===== config.mk =====
export PLATFORM = sky130hd
export DESIGN_NAME = hub75_rx_flat
export DESIGN_NICKNAME = d
export VERILOG_FILES = /design/src/rtl/hub75_rx_if.sv /design/src/rtl/hub75_rx.sv /design/src/flat_wrapper.sv
export SDC_FILE = /design/constraint.sdc
export NUM_CORES = 1
export LEC_CHECK = 0
export CAP_MARGIN = 20
export CORE_UTILIZATION = 40
export DETAILED_ROUTE_END_ITERATION = 10
export PLACE_DENSITY = 0.6
export SKIP_CTS_REPAIR_TIMING = 1
export SLEW_MARGIN = 20
export SYNTH_ARGS = -nofsm -noshare
export SYNTH_HDL_FRONTEND = slang
export SYNTH_SLANG_ARGS = --single-unit

===== constraint.sdc =====
create_clock -name clk -period 3.4 [get_ports clk]
set_clock_uncertainty 0.15 [all_clocks]
set_input_delay 1.02 -clock clk [delete_from_list [all_inputs] [get_ports clk]]
set_output_delay 1.02 -clock clk [all_outputs]
set_load 0.05 [all_outputs]

===== src/rtl/hub75_rx_if.sv =====
// Frame-buffer write port driven by hub75_rx.
//   wr_en      : write strobe, one pixel per cycle while a row drains
//   wr_addr    : {row, col}
//   wr_data    : {b, g, r}
//   row_done   : one-cycle pulse after the last write of a row
//   frame_done : pulses with row_done when the last row of the frame was written
// master = receiver (drives), slave = frame buffer (consumes).
interface hub75_rx_if #(
  parameter int unsigned AW = 10
);
  logic          wr_en;
  logic [AW-1:0] wr_addr;
  logic [2:0]    wr_data;
  logic          row_done;
  logic          frame_done;

  modport master (output wr_en, wr_addr, wr_data, row_done, frame_done);
  modport slave  (input  wr_en, wr_addr, wr_data, row_done, frame_done);
endinterface


===== src/rtl/hub75_rx.sv =====
// HUB75 receiver: oversamples the panel shift clock, strobe, row select and serial RGB,
// rebuilds each row in a shift register and drains it into a frame-buffer write port.
// Ports:
//   clk, rst_n            : system clock (>= 4x hub_clk), async active-low reset
//   hub_clk, hub_stb      : HUB75 shift clock (rising edge samples data), latch strobe
//   hub_sel               : row select A..D (bit0 = A)
//   hub_r, hub_g, hub_b   : serial colour lines
//   err_clr               : single-cycle clear of the sticky error flags
//   wb                    : frame-buffer write port (wr_en/wr_addr/wr_data/row_done/frame_done)
//   err_count             : sticky, strobe seen with pixel count != ROWLEN
//   err_overrun           : sticky, strobe seen while a row was still draining
module hub75_rx #(
  parameter int unsigned ROWLEN      = 64,
  parameter int unsigned ROWS        = 16,
  parameter int unsigned SYNC_STAGES = 2,
  localparam int unsigned SelW       = $clog2(ROWS)
) (
  input  logic            clk,
  input  logic            rst_n,
  input  logic            hub_clk,
  input  logic            hub_stb,
  input  logic [SelW-1:0] hub_sel,
  input  logic            hub_r,
  input  logic            hub_g,
  input  logic            hub_b,
  input  logic            err_clr,
  hub75_rx_if.master      wb,
  output logic            err_count,
  output logic            err_overrun
);

  localparam int unsigned ColW = $clog2(ROWLEN);
  localparam int unsigned CntW = $clog2(ROWLEN + 2);
  localparam int unsigned InW  = SelW + 5;

  typedef enum logic {StIdle, StDrain} state_e;

  // Every input shares one synchronizer chain so data and clock stay aligned.
  logic [SYNC_STAGES-1:0][InW-1:0] sync_q;
  logic [InW-1:0]                  synced;
  logic                            prev_clk_q, prev_stb_q;
  logic                            clk_rise_q, stb_rise_q;
  logic [2:0]                      pix_q;
  logic [SelW-1:0]                 sel_q;

  assign synced = sync_q[SYNC_STAGES-1];

  always_ff @(posedge clk or negedge rst_n) begin
    if (!rst_n) begin
      sync_q     <= '0;
      prev_clk_q <= 1'b0;
      prev_stb_q <= 1'b0;
      clk_rise_q <= 1'b0;
      stb_rise_q <= 1'b0;
      pix_q      <= '0;
      sel_q      <= '0;
    end else begin
      sync_q[0] <= {hub_sel, hub_b, hub_g, hub_r, hub_stb, hub_clk};
      for (int i = 1; i < SYNC_STAGES; i++) sync_q[i] <= sync_q[i-1];
      prev_clk_q <= synced[0];
      prev_stb_q <= synced[1];
      // Rise pulses are registered together with the data/select they belong to.
      clk_rise_q <= synced[0] & ~prev_clk_q;
      stb_rise_q <= synced[1] & ~prev_stb_q;
      pix_q      <= synced[4:2];
      sel_q      <= synced[InW-1:5];
    end
  end

  // Datapath
  logic [ROWLEN-1:0][2:0] sr_q, sr_shift, latch_q;
  logic [CntW-1:0]        cnt_q, cnt_new;
  logic [SelW-1:0]        row_q;
  logic [ColW-1:0]        col_q;
  logic                   done_q, frame_q;
  logic                   err_count_q, err_overrun_q;
  state_e                 state_q, state_d;
  logic                   accept, overrun, last_col;

  // Newest pixel enters column 0; the first pixel of a full row ends up in column ROWLEN-1.
  // A shift in the strobe cycle is applied before the latch copy.
  always_comb begin
    sr_shift = sr_q;
    cnt_new  = cnt_q;
    if (clk_rise_q) begin
      sr_shift = {sr_q[ROWLEN-2:0], pix_q};
      if (cnt_q != CntW'(ROWLEN + 1)) cnt_new = cnt_q + 1'b1;
    end
  end

  assign accept   = stb_rise_q && (state_q == StIdle);
  assign overrun  = stb_rise_q && (state_q == StDrain);
  assign last_col = (col_q == ColW'(ROWLEN - 1));

  always_ff @(posedge clk or negedge rst_n) begin
    if (!rst_n) begin
      sr_q          <= '0;
      latch_q       <= '0;
      cnt_q         <= '0;
      row_q         <= '0;
      col_q         <= '0;
      done_q        <= 1'b0;
      frame_q       <= 1'b0;
      err_count_q   <= 1'b0;
      err_overrun_q <= 1'b0;
    end else begin
      sr_q  <= sr_shift;
      cnt_q <= stb_rise_q ? '0 : cnt_new;
      if (accept) begin
        latch_q <= sr_shift;
        // Driver shifts the next row while sel still shows the current one.
        row_q   <= (sel_q == SelW'(ROWS - 1)) ? '0 : sel_q + 1'b1;
        col_q   <= '0;
      end else if (state_q == StDrain) begin
        col_q <= col_q + 1'b1;
      end
      done_q  <= (state_q == StDrain) && last_col;
      frame_q <= (state_q == StDrain) && last_col && (row_q == SelW'(ROWS - 1));
      // Set beats clear.
      if (stb_rise_q && (cnt_new != CntW'(ROWLEN))) err_count_q <= 1'b1;
      else if (err_clr)                             err_count_q <= 1'b0;
      if (overrun)      err_overrun_q <= 1'b1;
      else if (err_clr) err_overrun_q <= 1'b0;
    end
  end

  // FSM state register
  always_ff @(posedge clk or negedge rst_n) begin
    if (!rst_n) state_q <= StIdle;
    else        state_q <= state_d;
  end

  // FSM next state
  always_comb begin
    state_d = state_q;
    case (state_q)
      StIdle:  if (stb_rise_q) state_d = StDrain;
      StDrain: if (last_col)   state_d = StIdle;
      default: state_d = StIdle;
    endcase
  end

  // FSM outputs
  always_comb begin
    wb.wr_en   = 1'b0;
    wb.wr_addr = '0;
    wb.wr_data = '0;
    if (state_q == StDrain) begin
      wb.wr_en   = 1'b1;
      wb.wr_addr = {row_q, col_q};
      wb.wr_data = latch_q[col_q];
    end
    wb.row_done   = done_q;
    wb.frame_done = frame_q;
    err_count     = err_count_q;
    err_overrun   = err_overrun_q;
  end

endmodule


===== src/flat_wrapper.sv =====
// flat-port wrapper written by rule: the top's interface ports become plain ports
module hub75_rx_flat 
#(
  parameter int unsigned ROWLEN      = 64,
  parameter int unsigned ROWS        = 16,
  parameter int unsigned SYNC_STAGES = 2,
  localparam int unsigned SelW       = $clog2(ROWS)
)
  (clk, rst_n, hub_clk, hub_stb, hub_sel, hub_r, hub_g, hub_b, err_clr, err_count, err_overrun, wb_wr_en, wb_wr_addr, wb_wr_data, wb_row_done, wb_frame_done);
  hub75_rx_if #(.AW(10)) wb_i ();
  input  logic clk;
  input  logic rst_n;
  input  logic hub_clk;
  input  logic hub_stb;
  input  logic [SelW-1:0] hub_sel;
  input  logic hub_r;
  input  logic hub_g;
  input  logic hub_b;
  input  logic err_clr;
  output logic err_count;
  output logic err_overrun;
  output wire logic [$bits(wb_i.wr_en)-1:0] wb_wr_en;
  output wire logic [$bits(wb_i.wr_addr)-1:0] wb_wr_addr;
  output wire logic [$bits(wb_i.wr_data)-1:0] wb_wr_data;
  output wire logic [$bits(wb_i.row_done)-1:0] wb_row_done;
  output wire logic [$bits(wb_i.frame_done)-1:0] wb_frame_done;
  assign wb_wr_en = wb_i.wr_en;
  assign wb_wr_addr = wb_i.wr_addr;
  assign wb_wr_data = wb_i.wr_data;
  assign wb_row_done = wb_i.row_done;
  assign wb_frame_done = wb_i.frame_done;
  hub75_rx #(.ROWLEN(ROWLEN), .ROWS(ROWS), .SYNC_STAGES(SYNC_STAGES)) u_core (.clk(clk), .rst_n(rst_n), .hub_clk(hub_clk), .hub_stb(hub_stb), .hub_sel(hub_sel), .hub_r(hub_r), .hub_g(hub_g), .hub_b(hub_b), .err_clr(err_clr), .wb(wb_i), .err_count(err_count), .err_overrun(err_overrun));
endmodule

==> impl_metrics.ini <==
[sta]
period_needed_ns = 3.88
maxSlewViolCount = 0
fin_crit_sh_pct = 114
fmax_mhz = 258
max_slew_margin_pct = 48.7
worstMarginPinSlew_ns = 0.769
fin_ws_ns = -0.475
setup_viol = 3
finalHoldViolCount = 0
rsz0062_at_grt = true
hold_ws_ns = 0.197

[global_route]
antenna_found_initial = 0
grt_use_total_pct = 14.9
grt_pass1_vias = 9713
grt_max_degree = 81
grt_overflow = 0
grt_pass1_wl_mm = 52.9

[final_layout]
syn_to_final_growth_pct = 16.1
fin_area_sq_mm = 0.0205
multi_input_area_sq_mm = 0.00650
drive_gt1_share_pct = 33.3
antennaDiodeCount = 0
nFillCells = 3737
fin_util_pct = 47.3
fin_cells = 1757
nNetsFinal = 1158
ff_latch_area_sq_mm = 0.0109

[run]
maxCapViolCount = 0

[yosys]
seq_area_frac_synth_pct = 61.8
yosysUniqueCellTypes = 51
syn_nets = 1095
synth_area_sq_mm = 0.0176
synth_edf_count = 0
synthArstFlopShare_pct = 100
synth_warnings = 0
synth_ff_type = dfrtp_1
syn_inst = 1079
ys_ff_latch = 435
avgSynthCellArea_sq_um = 16.3

[floorplan]
io_pins = 30
design.core.area_sq_mm = 0.0433
fp.dieH_um = 212
die-area_sq_mm = 0.0449
fp-row-count = 76
initial_core_util_pct = 40.7
die_w_um = 212

[worst_setup_path]
worstSetupPathType = reg -> out
critPathMaxFanout = 4
arrival_ns = 2.71
crit_path_end_kind = output pin
startpoint_type = register
crit_required_ns = 2.23
ff2ff_setup_slack_ns = 1.17

[detailed_routing]
ant_nets = 0
vias = 8880
wire_per_inst_um = 17.9
vias_per_cell = 5.05
drc = 0
routed_wl_mm = 31.5
drt_pass1_iterations = 4
drtIter0Drc = 363

[clock_network]
cts_tree = built
htreeDepth = 2
clk_pin_slew_ns = 0.06
cts_max_path_buffers = 3
worstSkewPairLatency_ns = 0.54
cts_made_buffers = 45
cts_root_buf = clkbuf_16
clock-sinks = 435

[placement]
dp_hpwl_mm = 20.2
place_area_sq_mm = 0.0189
pre_cts_slack_ns = -0.135
port_buffers = 29
place.gp.congestion = 0.730
placed_cells = 1673

[power_and_ir_drop]
leakage_nw = 10.1
vdd_drop_max_v = 0.000408
power_density_mw_per_mm2 = 652

[run_status]
violations = setup timing
status = finished, violations left

[min_path]
hp-class = reg -> reg
area by class of cell:
| cell class | count | share of cell area, % |
|---|---|---|
| inverters | 5 | 0.0918 |
| multi-input cells | 575 | 31.8 |
| clock inverters | 11 | 0.636 |
| flip-flops and latches | 435 | 53.3 |
| repair buffers | 80 | 4.33 |
| clock buffers | 66 | 6.33 |
| well taps | 585 | 3.58 |
layout by cell type, fill, tap and decap left out, drive strengths merged, types with 2 or more instances in the layout:
| master | netlist | layout |
|---|---|---|
| nor3 | 3 | 3 |
| nand2b | 4 | 4 |
| dfrtp | 435 | 435 |
| o22ai | 4 | 4 |
| o31ai | 3 | 3 |
| nor4 | 2 | 2 |
| a2111o | 2 | 2 |
| clkbuf | 33 | 66 |
| o211ai | 3 | 3 |
| or3 | 2 | 2 |
| a22oi | 2 | 2 |
| buf | 31 | 65 |
| o21ai | 9 | 9 |
| a211oi | 6 | 6 |
| ha | 4 | 4 |
| xor2 | 4 | 4 |
| nor2b | 9 | 9 |
| bufinv | 0 | 3 |
| nor2 | 8 | 8 |
| mux4 | 50 | 50 |
| a21oi | 8 | 8 |
| inv | 5 | 5 |
| and4 | 2 | 2 |
| o21bai | 2 | 2 |
| clkdlybuf4s50 | 0 | 15 |
| o311ai | 2 | 2 |
| nand2 | 14 | 14 |
| clkinv | 0 | 8 |
| mux2i | 8 | 8 |
| nand3 | 6 | 6 |
| and2 | 11 | 11 |
| mux2 | 389 | 389 |
| a22o | 3 | 3 |
metrics by stage:
stage / power, W / setup TNS, ns
after floorplan: 0.00751 / 0
after global placement: 0.00846 / -0.183
after detailed placement: 0.00851 / -0.171
after CTS: 0.0134 / -1.88
after global routing: 0.0140 / -1.67
final: 0.0133 / -1.33
cell families (layout without fill, tap and decap cells):
| group | Yosys count | in the layout | share of synthesized area, % |
|---|---|---|---|
| buf+inv | 69 | 162 | 1.73 |
| fa+ha+maj | 4 | 4 | 0.284 |
| simple gates | 65 | 65 | 1.97 |
| xor+xnor | 5 | 5 | 0.249 |
| mux | 447 | 447 | 31.7 |
| flops | 435 | 435 | 61.8 |
| compound gates | 54 | 54 | 2.22 |
metal layers:
layer	up-vias	part of all wire [%]	GRT usage, %
li1	4052	-	-
met1	4692	48	21.2
met2	85	47	23.4
met3	51	2.8	2.52
met4	0	2.1	4.12
met5	-	0	0
critical path: stages (launching register included):
cell	delay, ns
dfrtp_2	0.45
buf_12	0.13
mux4_2	0.50
mux4_2	0.51
nor2_4	0.16
a2111oi_4	0.05
o21bai_4	0.22
buf_12	0.16
state kept, by name, indices dropped and copies added (netlist names):
| register | flops |
|---|---|
| u_core.clk_rise_q | 1 |
| u_core.cnt_q | 7 |
| u_core.col_q | 6 |
| u_core.err_count | 1 |
| u_core.err_overrun | 1 |
| u_core.latch_q | 192 |
| u_core.pix_q | 3 |
| u_core.prev_clk_q | 1 |
| u_core.prev_stb_q | 1 |
| u_core.row_q | 4 |
| u_core.sel_q | 4 |
| u_core.sr_q | 192 |
| u_core.state_q | 1 |
| u_core.stb_rise_q | 1 |
| u_core.sync_q | 9 |
| u_core.synced | 9 |
| u_core.wb.frame_done | 1 |
| u_core.wb.row_done | 1 |
cells in the mapped netlist, types with 3 or more instances:
cell / number / area [sq um]
a211oi_1: 6 / 45.0
mux2_2: 195 / 2200
nand3_1: 6 / 30.0
inv_1: 5 / 18.8
nor3_1: 3 / 15.0
buf_1: 17 / 63.8
buf_6: 3 / 33.8
nand2b_1: 4 / 25.0
mux2i_1: 8 / 80.1
o31ai_1: 3 / 22.5
a21oi_1: 8 / 40.0
o22ai_1: 4 / 25.0
nor2_1: 8 / 30.0
xor2_1: 4 / 35.0
dfrtp_1: 435 / 10900
buf_2: 7 / 35.0
nand2_1: 14 / 52.6
o21ai_1: 8 / 40.0
mux4_2: 50 / 1130
and2_1: 11 / 68.8
nor2b_1: 9 / 56.3
buf_4: 4 / 30.0
a22o_1: 3 / 26.3
clkbuf_1: 33 / 124
ha_1: 4 / 50.1
mux2_1: 194 / 2180
power breakdown:
part | switching, W | internal (W) | leakage [nW]
sequential | 0.000261 | 0.00559 | 5.90
combinational | 0.00148 | 0.00122 | 3.49
clock | 0.00193 | 0.00285 | 0.707
total | 0.00367 | 0.00965 | 10.1
worst paths after layout:
kind                                                   from                        endpoint  cells past startpoint
worst max register to register  u_core.clk_rise_q$_DFF_PN0_  u_core.latch_q[85]$_DFFE_PN0P_                      3
min in group asynchronous                             rst_n      u_core.sync_q[3]$_DFF_PN0_                      1
worst min register to register   u_core.synced[8]$_DFF_PN0_       u_core.sel_q[3]$_DFF_PN0_                      0
worst max-delay path            u_core.col_q[1]$_DFFE_PN0P_                   wb_wr_data[1]                      7
worst min-delay path             u_core.synced[8]$_DFF_PN0_       u_core.sel_q[3]$_DFF_PN0_                      0
max in group asynchronous                             rst_n      u_core.sr_q[141]$_DFF_PN0_                      2
Power figures use the tool's default switching activity.
